==> src/rtl/fetch_ctrl.sv <==
// Instruction-fetch sequencer: owns the PC, drives the memory read handshake, strobes ir.il_in.
// Latency: 1 cycle from start_in to mem_req_out; 1-cycle fetch on a zero-wait ack; 2 cycles/instr minimum.
// Backpressure: FETCH holds mem_req_out until mem_ack_in; EXEC holds until next_in.
// Optional feature macro: FETCH_TIMEOUT_EN (fetch wait counter, ERROR state, sticky err_out).
module fetch_ctrl #(
  parameter logic [15:0] RESET_PC = 16'h0000,
  parameter logic [15:0] PC_STEP  = 16'h0001,
  parameter int unsigned TIMEOUT  = 8
) (
  input  logic        clk,
  input  logic        rst_n,
  input  logic        start_in,
  input  logic        halt_in,
  input  logic        mem_ack_in,
  input  logic        next_in,
  input  logic        jump_in,
  input  logic [15:0] ja_in,
  output logic        mem_req_out,
  output logic [15:0] mem_addr_out,
  output logic        il_out,
  output logic [15:0] pc_out,
  output logic        busy_out,
  output logic        err_out
);

  typedef enum logic [1:0] {
    ST_IDLE  = 2'd0,
    ST_FETCH = 2'd1,
    ST_EXEC  = 2'd2
`ifdef FETCH_TIMEOUT_EN
    , ST_ERROR = 2'd3
`endif
  } state_t;

  state_t      state_q, state_d;
  logic [15:0] pc_q, pc_d;

`ifdef FETCH_TIMEOUT_EN
  // Last count at which an ack is still accepted; one more empty cycle times out.
  localparam logic [7:0] CNT_LAST = 8'(TIMEOUT - 1);

  logic [7:0] cnt_q, cnt_d;
  logic       err_q, err_d;
`endif

  // State, PC and (optional) timeout registers; reset drops everything immediately.
  always_ff @(posedge clk or negedge rst_n) begin
    if (!rst_n) begin
      state_q <= ST_IDLE;
      pc_q    <= RESET_PC;
`ifdef FETCH_TIMEOUT_EN
      cnt_q   <= 8'd0;
      err_q   <= 1'b0;
`endif
    end else begin
      state_q <= state_d;
      pc_q    <= pc_d;
`ifdef FETCH_TIMEOUT_EN
      cnt_q   <= cnt_d;
      err_q   <= err_d;
`endif
    end
  end

  // Next-state, PC update and handshake outputs.
  always_comb begin
    state_d     = state_q;
    pc_d        = pc_q;
    mem_req_out = 1'b0;
    il_out      = 1'b0;
    busy_out    = 1'b0;
`ifdef FETCH_TIMEOUT_EN
    cnt_d       = cnt_q;
    err_d       = err_q;
`endif

    case (state_q)
      ST_IDLE: begin
        if (start_in) begin
          pc_d    = RESET_PC;
          state_d = ST_FETCH;
`ifdef FETCH_TIMEOUT_EN
          err_d   = 1'b0;
          cnt_d   = 8'd0;
`endif
        end
      end

      ST_FETCH: begin
        mem_req_out = 1'b1;
        busy_out    = 1'b1;
        // ir captures the bus word on the same edge that the ack is seen.
        il_out      = mem_ack_in;
        if (mem_ack_in) begin
          pc_d    = pc_q + PC_STEP;
          state_d = ST_EXEC;
        end
`ifdef FETCH_TIMEOUT_EN
        else if (cnt_q == CNT_LAST) begin
          state_d = ST_ERROR;
          err_d   = 1'b1;
        end else begin
          cnt_d = cnt_q + 8'd1;
        end
`endif
      end

      ST_EXEC: begin
        busy_out = 1'b1;
        if (next_in) begin
          // Jump and halt compose: a halting jump parks the target in the PC.
          if (jump_in) begin
            pc_d = ja_in;
          end
          if (halt_in) begin
            state_d = ST_IDLE;
          end else begin
            state_d = ST_FETCH;
`ifdef FETCH_TIMEOUT_EN
            cnt_d   = 8'd0;
`endif
          end
        end
      end

`ifdef FETCH_TIMEOUT_EN
      ST_ERROR: begin
        // Restart behaves exactly like a start from IDLE; err_out clears here.
        if (start_in) begin
          pc_d    = RESET_PC;
          state_d = ST_FETCH;
          err_d   = 1'b0;
          cnt_d   = 8'd0;
        end
      end
`endif

      default: begin
        state_d = ST_IDLE;
      end
    endcase
  end

  // The read address is the PC by construction.
  assign mem_addr_out = pc_q;
  assign pc_out       = pc_q;

`ifdef FETCH_TIMEOUT_EN
  assign err_out = err_q;
`else
  assign err_out = 1'b0;
`endif

endmodule

==> config.mk <==
export PLATFORM = sky130hd
export DESIGN_NAME = fetch_ctrl
export DESIGN_NICKNAME = d
export VERILOG_FILES = /design/src/rtl/fetch_ctrl.sv
export SDC_FILE = /design/constraint.sdc
export NUM_CORES = 1
export LEC_CHECK = 0
export BUFFER_PORTS_ARGS = -buffer_cell sky130_fd_sc_hd__buf_2
export CAP_MARGIN = 25
export CORE_MARGIN = 3
export CORE_UTILIZATION = 47
export DETAILED_ROUTE_END_ITERATION = 7
export GPL_TIMING_DRIVEN = 0
export MAX_ROUTING_LAYER = met4
export PLACE_DENSITY = 0.84
export SLEW_MARGIN = 40
export SYNTH_ARGS = -nofsm -noshare
export SYNTH_HDL_FRONTEND = slang
export SYNTH_SLANG_ARGS = --single-unit
==> constraint.sdc <==
create_clock -name clk -period 2.5 [get_ports clk]
set_clock_uncertainty 0.2 [all_clocks]
set_input_delay 0.75 -clock clk [delete_from_list [all_inputs] [get_ports clk]]
set_output_delay 0.75 -clock clk [all_outputs]
set_load 0.05 [all_outputs]
==> results of run 1 <==
-- path summary, 6_finish.rpt --
kind                       cells after the start  slack [ns]                          from                           end
max                                            5        0.07        state_q[1]$_DFFE_PN0P_                        il_out
min                                            1        0.16                         rst_n   mem_addr_out[6]$_DFFE_PN0P_
max reg2reg                                    6        0.26        state_q[0]$_DFFE_PN0P_   mem_addr_out[9]$_DFFE_PN0P_
min reg2reg                                    1        0.37  mem_addr_out[11]$_DFFE_PN0P_  mem_addr_out[11]$_DFFE_PN0P_
max in group asynchronous                      1        1.64                         rst_n  mem_addr_out[14]$_DFFE_PN0P_
min in group clk                               1        0.37  mem_addr_out[11]$_DFFE_PN0P_  mem_addr_out[11]$_DFFE_PN0P_
-- state kept, by name, indices dropped and copies added, names as in the netlist --
| register | count |
|---|---|
| mem_addr_out | 16 |
| state_q | 2 |
-- worst max-delay path, delay by kind of cell (launching register included) --
family,cells,cell delay (ns)
adders and majority gates,1,0.17
buffers and inverters,3,0.39
DFF,1,0.44
and+or+nand+nor,1,0.18
-- per-layer routing --
layer	global-route usage (%)	wire, um
met5	-	0
met4	9.18	69
met3	2.83	201
met2	35.7	1690
met1	26.2	1540
-- power groups by stage --
stage	combinational (mW)	sequential, mW	clock (mW)
after floorplan	0.891	0.676	0
after CTS	1.44	0.479	0.192
after global placement	1.37	0.482	0
after global routing	1.56	0.502	0.204
after detailed placement	1.38	0.486	0
final	1.47	0.484	0.190
-- metrics by stage --
stage          instances  hold slack, ns
6_report             255           0.160
5_1_grt              255           0.189
4_1_cts              254           0.174
3_5_place_dp         249           0.357
3_3_place_gp         249           0.352
2_1_floorplan        162           0.254
-- layout by cell type, fill, tap and decap left out, types with 2 or more instances in the layout --
| master | Yosys | layout |
|---|---|---|
| buf_2 | 1 | 56 |
| nand2_1 | 23 | 23 |
| buf_4 | 19 | 22 |
| dfrtp_1 | 18 | 18 |
| o21ai_0 | 14 | 14 |
| nand3_1 | 12 | 12 |
| inv_1 | 9 | 8 |
| nor2_1 | 6 | 6 |
| o311ai_0 | 5 | 5 |
| a21oi_1 | 4 | 4 |
| and4_1 | 3 | 3 |
| nand4_1 | 3 | 3 |
| buf_6 | 2 | 3 |
| a22oi_1 | 3 | 3 |
| xnor2_1 | 3 | 3 |
| a22o_1 | 3 | 3 |
| ha_1 | 5 | 3 |
| clkbuf_4 | 0 | 3 |
| clkbuf_8 | 0 | 2 |
| and2_2 | 1 | 2 |
| nor3_1 | 2 | 2 |
| nand2_2 | 2 | 2 |
| nor2b_1 | 2 | 2 |
| o311ai_1 | 2 | 2 |
| a41oi_1 | 2 | 2 |
| a31oi_1 | 2 | 2 |
| a32oi_1 | 2 | 2 |
-- layout make-up --
cell class / count / share of cell area, %
inverter: 9 / 1.92
tap: 30 / 2.13
buffer: 25 / 11.2
multi-input combinational: 110 / 39.5
clock buffer: 4 / 2.06
sequential: 18 / 25.6
timing repair buffer: 59 / 17.6
-- cells by family after synthesis --
logic type | Yosys count | share of synthesized area [%]
adders and majority gates | 5 | 4.63
and+or+nand+nor | 58 | 21.3
xor gates and xnor gates | 3 | 1.94
DFF | 18 | 33.3
AOI/OAI and AO/OA | 43 | 22.1
buffers and inverters | 34 | 16.4
other | 1 | 0.278
-- what timing repair did --
action,in CTS,in global routing
resized for setup,6,3
buffers inserted,1,1
pin swaps,1,0
cloned,0,0
setup endpoints to repair,11,2
==> flow_metrics.py, run 1 <==
metrics = {
    "power_and_ir_drop": {
        "clkPwrFrac_pct": 8.9,
        "p_int_mw": 0.928,
        "swShare_pct": 56.6,
        "total_power_mw": 2.14,
        "power_density_nw_per_um2": 1220,
        "vdd_drop_max_v": 0.00107,
        "seq_power_share_pct": 22.6,
        "pwr-share-comb_pct": 68.5,
        "p_leak_nw": 0.927,
        "p_switching_mw": 1.21,
    },
    "worst_setup_path": {
        "start_kind": "flop",
        "crit_type": "reg2out",
        "cpPeakStageDelay_ns": 0.44,
        "slowest_stage": "dfrtp_1",
        "crit_path_end_kind": "primary output",
        "arrival_ns": 1.48,
        "cp_cell_sequence": "inv_2 -> ha_4 -> clkbuf_8 -> and2_2 -> buf_6",
        "path_max_fanout": 10,
        "required_ns": 1.55,
    },
    "sta": {
        "slew_headroom_pct": 49.0,
        "hold_viol": 0,
        "setup_viol": 0,
        "min_period_ns": 2.43,
        "fin_crit_sh_pct": 97.3,
        "final_max_slew_viol_count": 0,
        "rsz0062_at_grt": "false",
        "worst_slew_pin_slew_ns": 0.759,
        "worst_slack_ns": 0.0673,
        "final.setup.tns_ns": 0,
        "fmax_mhz": 411,
    },
    "synthesis": {
        "synth-edff-count": 0,
        "yosysTopAreaCell": "dfrtp_1",
        "syn_nets": 190,
        "synth-seq-cells": 18,
        "synth.most_common_cell": "nand2_1",
        "synthTopCellsByArea": "dfrtp_1, buf_4, nand2_1",
        "ys_seq_area_share_pct": 33.3,
        "synthArstFlopShare_pct": 100,
        "synth_common_cells": "nand2_1, buf_4, dfrtp_1",
        "syn-cell-area_um2": 1350,
        "avgSynthCellArea_um2": 8.34,
        "synth_top_area_share_pct": 33.3,
        "ys.flop_type": "dfrtp_1",
        "syn_inst": 162,
        "ys.warnings.count": 0,
        "synth.distinct_cells": 38,
    },
    "hold_path": {
        "hold_class": "in2async",
    },
    "run": {
        "maxCapViolCount": 0,
    },
    "placement": {
        "port_buffers": 57,
        "post-place-ws_ns": -0.255,
        "hpwl_um": 2540,
        "dpl_cell_area_um2": 1680,
        "gp_congestion": 0.862,
    },
    "detailed_routing": {
        "drt_iter0_drc": 53,
        "vias": 1416,
        "viasPerCell": 5.55,
        "drt-wirelength-per-cell_um": 13.7,
        "drc": 0,
        "ant_nets": 0,
        "routed_wirelength_um": 3500,
        "drtPass1Iterations": 4,
    },
    "clock_network": {
        "cts_hold_buffers": 0,
        "cts_htree_levels": 1,
        "cts_tree": "yes",
        "cts_buffers": 3,
        "clock_path_buffers": 2,
        "clock_latency_ns": 0.30,
        "clkSinkCount": 18,
        "clk_pin_slew_ns": 0.11,
        "cts_root_buffer": "clkbuf_4",
    },
    "cells_and_area": {
        "fill_cells": 248,
        "multi_input_area_um2": 696,
        "final_util_pct": 67.4,
        "drive_gt1_share_pct": 43.1,
        "area_growth_pct": 30.3,
        "diodes": 0,
        "ff_latch_area_um2": 450,
        "nets": 254,
        "postLayoutCellArea_um2": 1760,
    },
    "global_routing": {
        "grt_pass1_vias": 1332,
        "grt_max_degree": 19,
        "grt_use_total_pct": 21.6,
        "grt_overflow": 0,
        "grt_pass1_wl_um": 5710,
        "antenna_found_initial": 0,
    },
    "die": {
        "core-area_um2": 2610,
        "dieArea_um2": 3550,
        "die_height_um": 59.6,
        "placementRows": 18,
        "start_util_pct": 51.7,
        "io_pins": 59,
        "fp.dieW_um": 59.6,
    },
    "outcome": {
        "status": "complete, no violations",
    },
}
(Power assumes the default switching activity.)
==> run 2, diff against run 1 <==
--- a/config.mk
+++ b/config.mk
@@ -5,14 +5,15 @@
 export SDC_FILE = /design/constraint.sdc
 export NUM_CORES = 1
 export LEC_CHECK = 0
+export ABC_AREA = 1
 export BUFFER_PORTS_ARGS = -buffer_cell sky130_fd_sc_hd__buf_2
 export CAP_MARGIN = 25
 export CORE_MARGIN = 3
-export CORE_UTILIZATION = 47
+export CORE_UTILIZATION = 50
 export DETAILED_ROUTE_END_ITERATION = 7
 export GPL_TIMING_DRIVEN = 0
 export MAX_ROUTING_LAYER = met4
-export PLACE_DENSITY = 0.84
+export PLACE_DENSITY = 0.86
 export SLEW_MARGIN = 40
 export SYNTH_ARGS = -nofsm -noshare
 export SYNTH_HDL_FRONTEND = slang
==> constraint.sdc (replaced) <==
create_clock -name clk -period 3.05 [get_ports clk]
set_clock_uncertainty 0.2 [all_clocks]
set_input_delay 0.915 -clock clk [delete_from_list [all_inputs] [get_ports clk]]
set_output_delay 0.915 -clock clk [all_outputs]
set_load 0.05 [all_outputs]
==> flow_metrics.py, run 2 <==
metrics = {
    "outcome": {
        "status": "complete, no violations",
    },
    "clock_network": {
        "cts_hold_buffers": 0,
        "cts_tree": "yes",
        "clkSinkCount": 18,
        "cts_root_buffer": "clkbuf_4",
        "cts_htree_levels": 1,
        "cts_buffers": 3,
        "clock_path_buffers": 2,
        "clock_latency_ns": 0.31,
        "post_cts_resize_count": 0,
        "post_cts_buffers": 0,
        "clk_pin_slew_ns": 0.11,
    },
    "die": {
        "io_pins": 59,
        "dieArea_um2": 3830,
        "fp.dieW_um": 61.9,
        "die_height_um": 61.9,
        "placementRows": 19,
        "core-area_um2": 2880,
        "start_util_pct": 54.3,
    },
    "detailed_routing": {
        "drtPass1Iterations": 4,
        "vias": 1607,
        "drc": 0,
        "viasPerCell": 4.80,
        "drt-wirelength-per-cell_um": 10.9,
        "drt_iter0_drc": 60,
        "routed_wirelength_um": 3640,
        "ant_nets": 0,
    },
    "synthesis": {
        "synth-adder-area-share_pct": 4.00,
        "synth.distinct_cells": 29,
        "synth_common_cells": "nand2_1, inv_1, dfrtp_1",
        "synth-edff-count": 0,
        "ys.warnings.count": 0,
        "yosysTopAreaCell": "dfrtp_1",
        "syn-cell-area_um2": 1560,
        "synthTopCellsByArea": "dfrtp_1, nand2_1, buf_4",
        "synthMuxAreaShare_pct": 0,
        "synth-simple-area-share_pct": 42.4,
        "ys.flop_type": "dfrtp_1",
        "synthXorXnorAreaFrac_pct": 1.68,
        "synth.most_common_cell": "nand2_1",
        "syn_nets": 260,
        "synth_top_family_by_area": "simple AND/OR/NAND/NOR gates",
        "avgSynthCellArea_um2": 6.74,
        "synth-seq-cells": 18,
        "synth_top_area_share_pct": 28.8,
        "synth_compound_area_share_pct": 6.08,
        "synthArstFlopShare_pct": 100,
        "syn_inst": 232,
        "ys_seq_area_share_pct": 28.8,
    },
    "worst_setup_path": {
        "cp_cell_sequence": "inv_1 -> ha_1 -> buf_2 -> nand2_1 -> inv_1 -> buf_2",
        "cpPeakStageDelay_ns": 0.42,
        "crit_family": "buffers and inverters",
        "slowest_stage": "dfrtp_1",
        "required_ns": 1.93,
        "crit_type": "reg2out",
        "crit_path_end_kind": "primary output",
        "r2r-start": "state_q[1]$_DFFE_PN0P_",
        "rr_endpoint": "mem_addr_out[12]$_DFFE_PN0P_",
        "arrival_ns": 1.81,
        "path_max_fanout": 10,
        "start_kind": "flop",
        "ff2ff_path_depth": 9,
        "r2r_setup_slack_ns": 1.08,
        "cp_num_buf_inv": 4,
    },
    "cells_and_area": {
        "final_common_cell": "nand2_1",
        "nets": 322,
        "largest_register_ffs": 16,
        "drive_gt1_share_pct": 32.8,
        "area_growth_pct": 23.9,
        "diodes": 0,
        "final_util_pct": 67.3,
        "final_cell_mix": "nand2_1, buf_2, inv_1",
    },
    "global_routing": {
        "grt_pass1_wl_um": 5790,
        "grt_overflow": 0,
        "antenna_found_initial": 0,
        "grt_pass1_vias": 1366,
        "grt_use_total_pct": 20.9,
        "grt_max_degree": 19,
    },
    "sta": {
        "final_max_slew_viol_count": 0,
        "fmax_mhz": 341,
        "setup_viol": 0,
        "rsz0062_at_grt": "false",
        "min_period_ns": 2.93,
        "fin_crit_sh_pct": 96.0,
        "hold_viol": 0,
        "final.setup.tns_ns": 0,
    },
    "power_and_ir_drop": {
        "p_leak_nw": 1.15,
        "power_density_nw_per_um2": 1040,
        "vdd_drop_max_v": 0.000737,
    },
    "hold_path": {
        "hold_class": "in2async",
    },
    "placement": {
        "hpwl_um": 2890,
        "port_buffers": 57,
        "gp_congestion": 0.876,
    },
    "run": {
        "maxCapViolCount": 0,
    },
}
-- run 2: changes by cell type after synthesis, sizes merged, moves of 3 or more --
cell | before | now
a21oi | 4 | 1
a22oi | 3 | 0
and4 | 4 | 0
inv | 9 | 22
nand2 | 25 | 104
nand3 | 12 | 16
nor2 | 6 | 20
o21ai | 14 | 11
o311ai | 7 | 0
-- run 2: worst max path at each step --
stage / from / end / slack (ns) / depth (start not counted)
2_1_floorplan: state_q[1]$_DFFE_PN0P_ / il_out / 0.26 / 5
3_3_place_gp: state_q[1]$_DFFE_PN0P_ / il_out / 0.47 / 6
3_5_place_dp: state_q[1]$_DFFE_PN0P_ / il_out / 0.47 / 6
4_1_cts: state_q[1]$_DFFE_PN0P_ / il_out / 0.12 / 6
5_1_grt: state_q[1]$_DFFE_PN0P_ / il_out / 0.03 / 6
6_report: state_q[1]$_DFFE_PN0P_ / il_out / 0.12 / 6
-- run 2: layer usage --
metal / vias up / global-route usage, % / part of all wire [%]
li1: 822 / - / -
met1: 730 / 25.8 / 45
met2: 52 / 33.9 / 48
met3: 3 / 3.31 / 5.1
met4: 0 / 8.48 / 1.0
met5: - / - / 0
-- run 2: metrics by stage --
stage	instance area (um2)	setup WS [ns]	total power [mW]	hold slack [ns]	instances
finish	1940	0.121	2.02	0.320	335
global route	1940	0.0305	2.16	0.330	335
detailed placement	1900	0.473	1.88	0.340	331
CTS	1940	0.118	2.03	0.332	335
global placement	1900	0.473	1.86	0.337	331
floorplan	1560	0.256	1.58	0.380	232
-- run 2: logic make-up after synthesis --
kind of cell	Yosys count
buffers and inverters	45
XOR/XNOR	3
AO/OA/AOI/OAI	16
AND/OR/NAND/NOR	144
other	1
adder cells (fa/ha/maj)	5
flip-flops	18
-- run 2: area by class of cell --
cell class	instances	area (um2)
repair buffers	57	285
plain buffers	22	170
multi-input cells	169	851
fillers	261	940
clock buffers	4	36.3
well taps	42	52.6
flip-flops and latches	18	450
inverters	23	91.3
-- run 2: power breakdown --
| part | leakage, nW | internal, mW | switching (mW) |
|---|---|---|---|
| clock | 0.0210 | 0.0730 | 0.0822 |
| sequential | 0.246 | 0.316 | 0.138 |
| combinational | 0.884 | 0.413 | 0.999 |
| total | 1.15 | 0.802 | 1.22 |
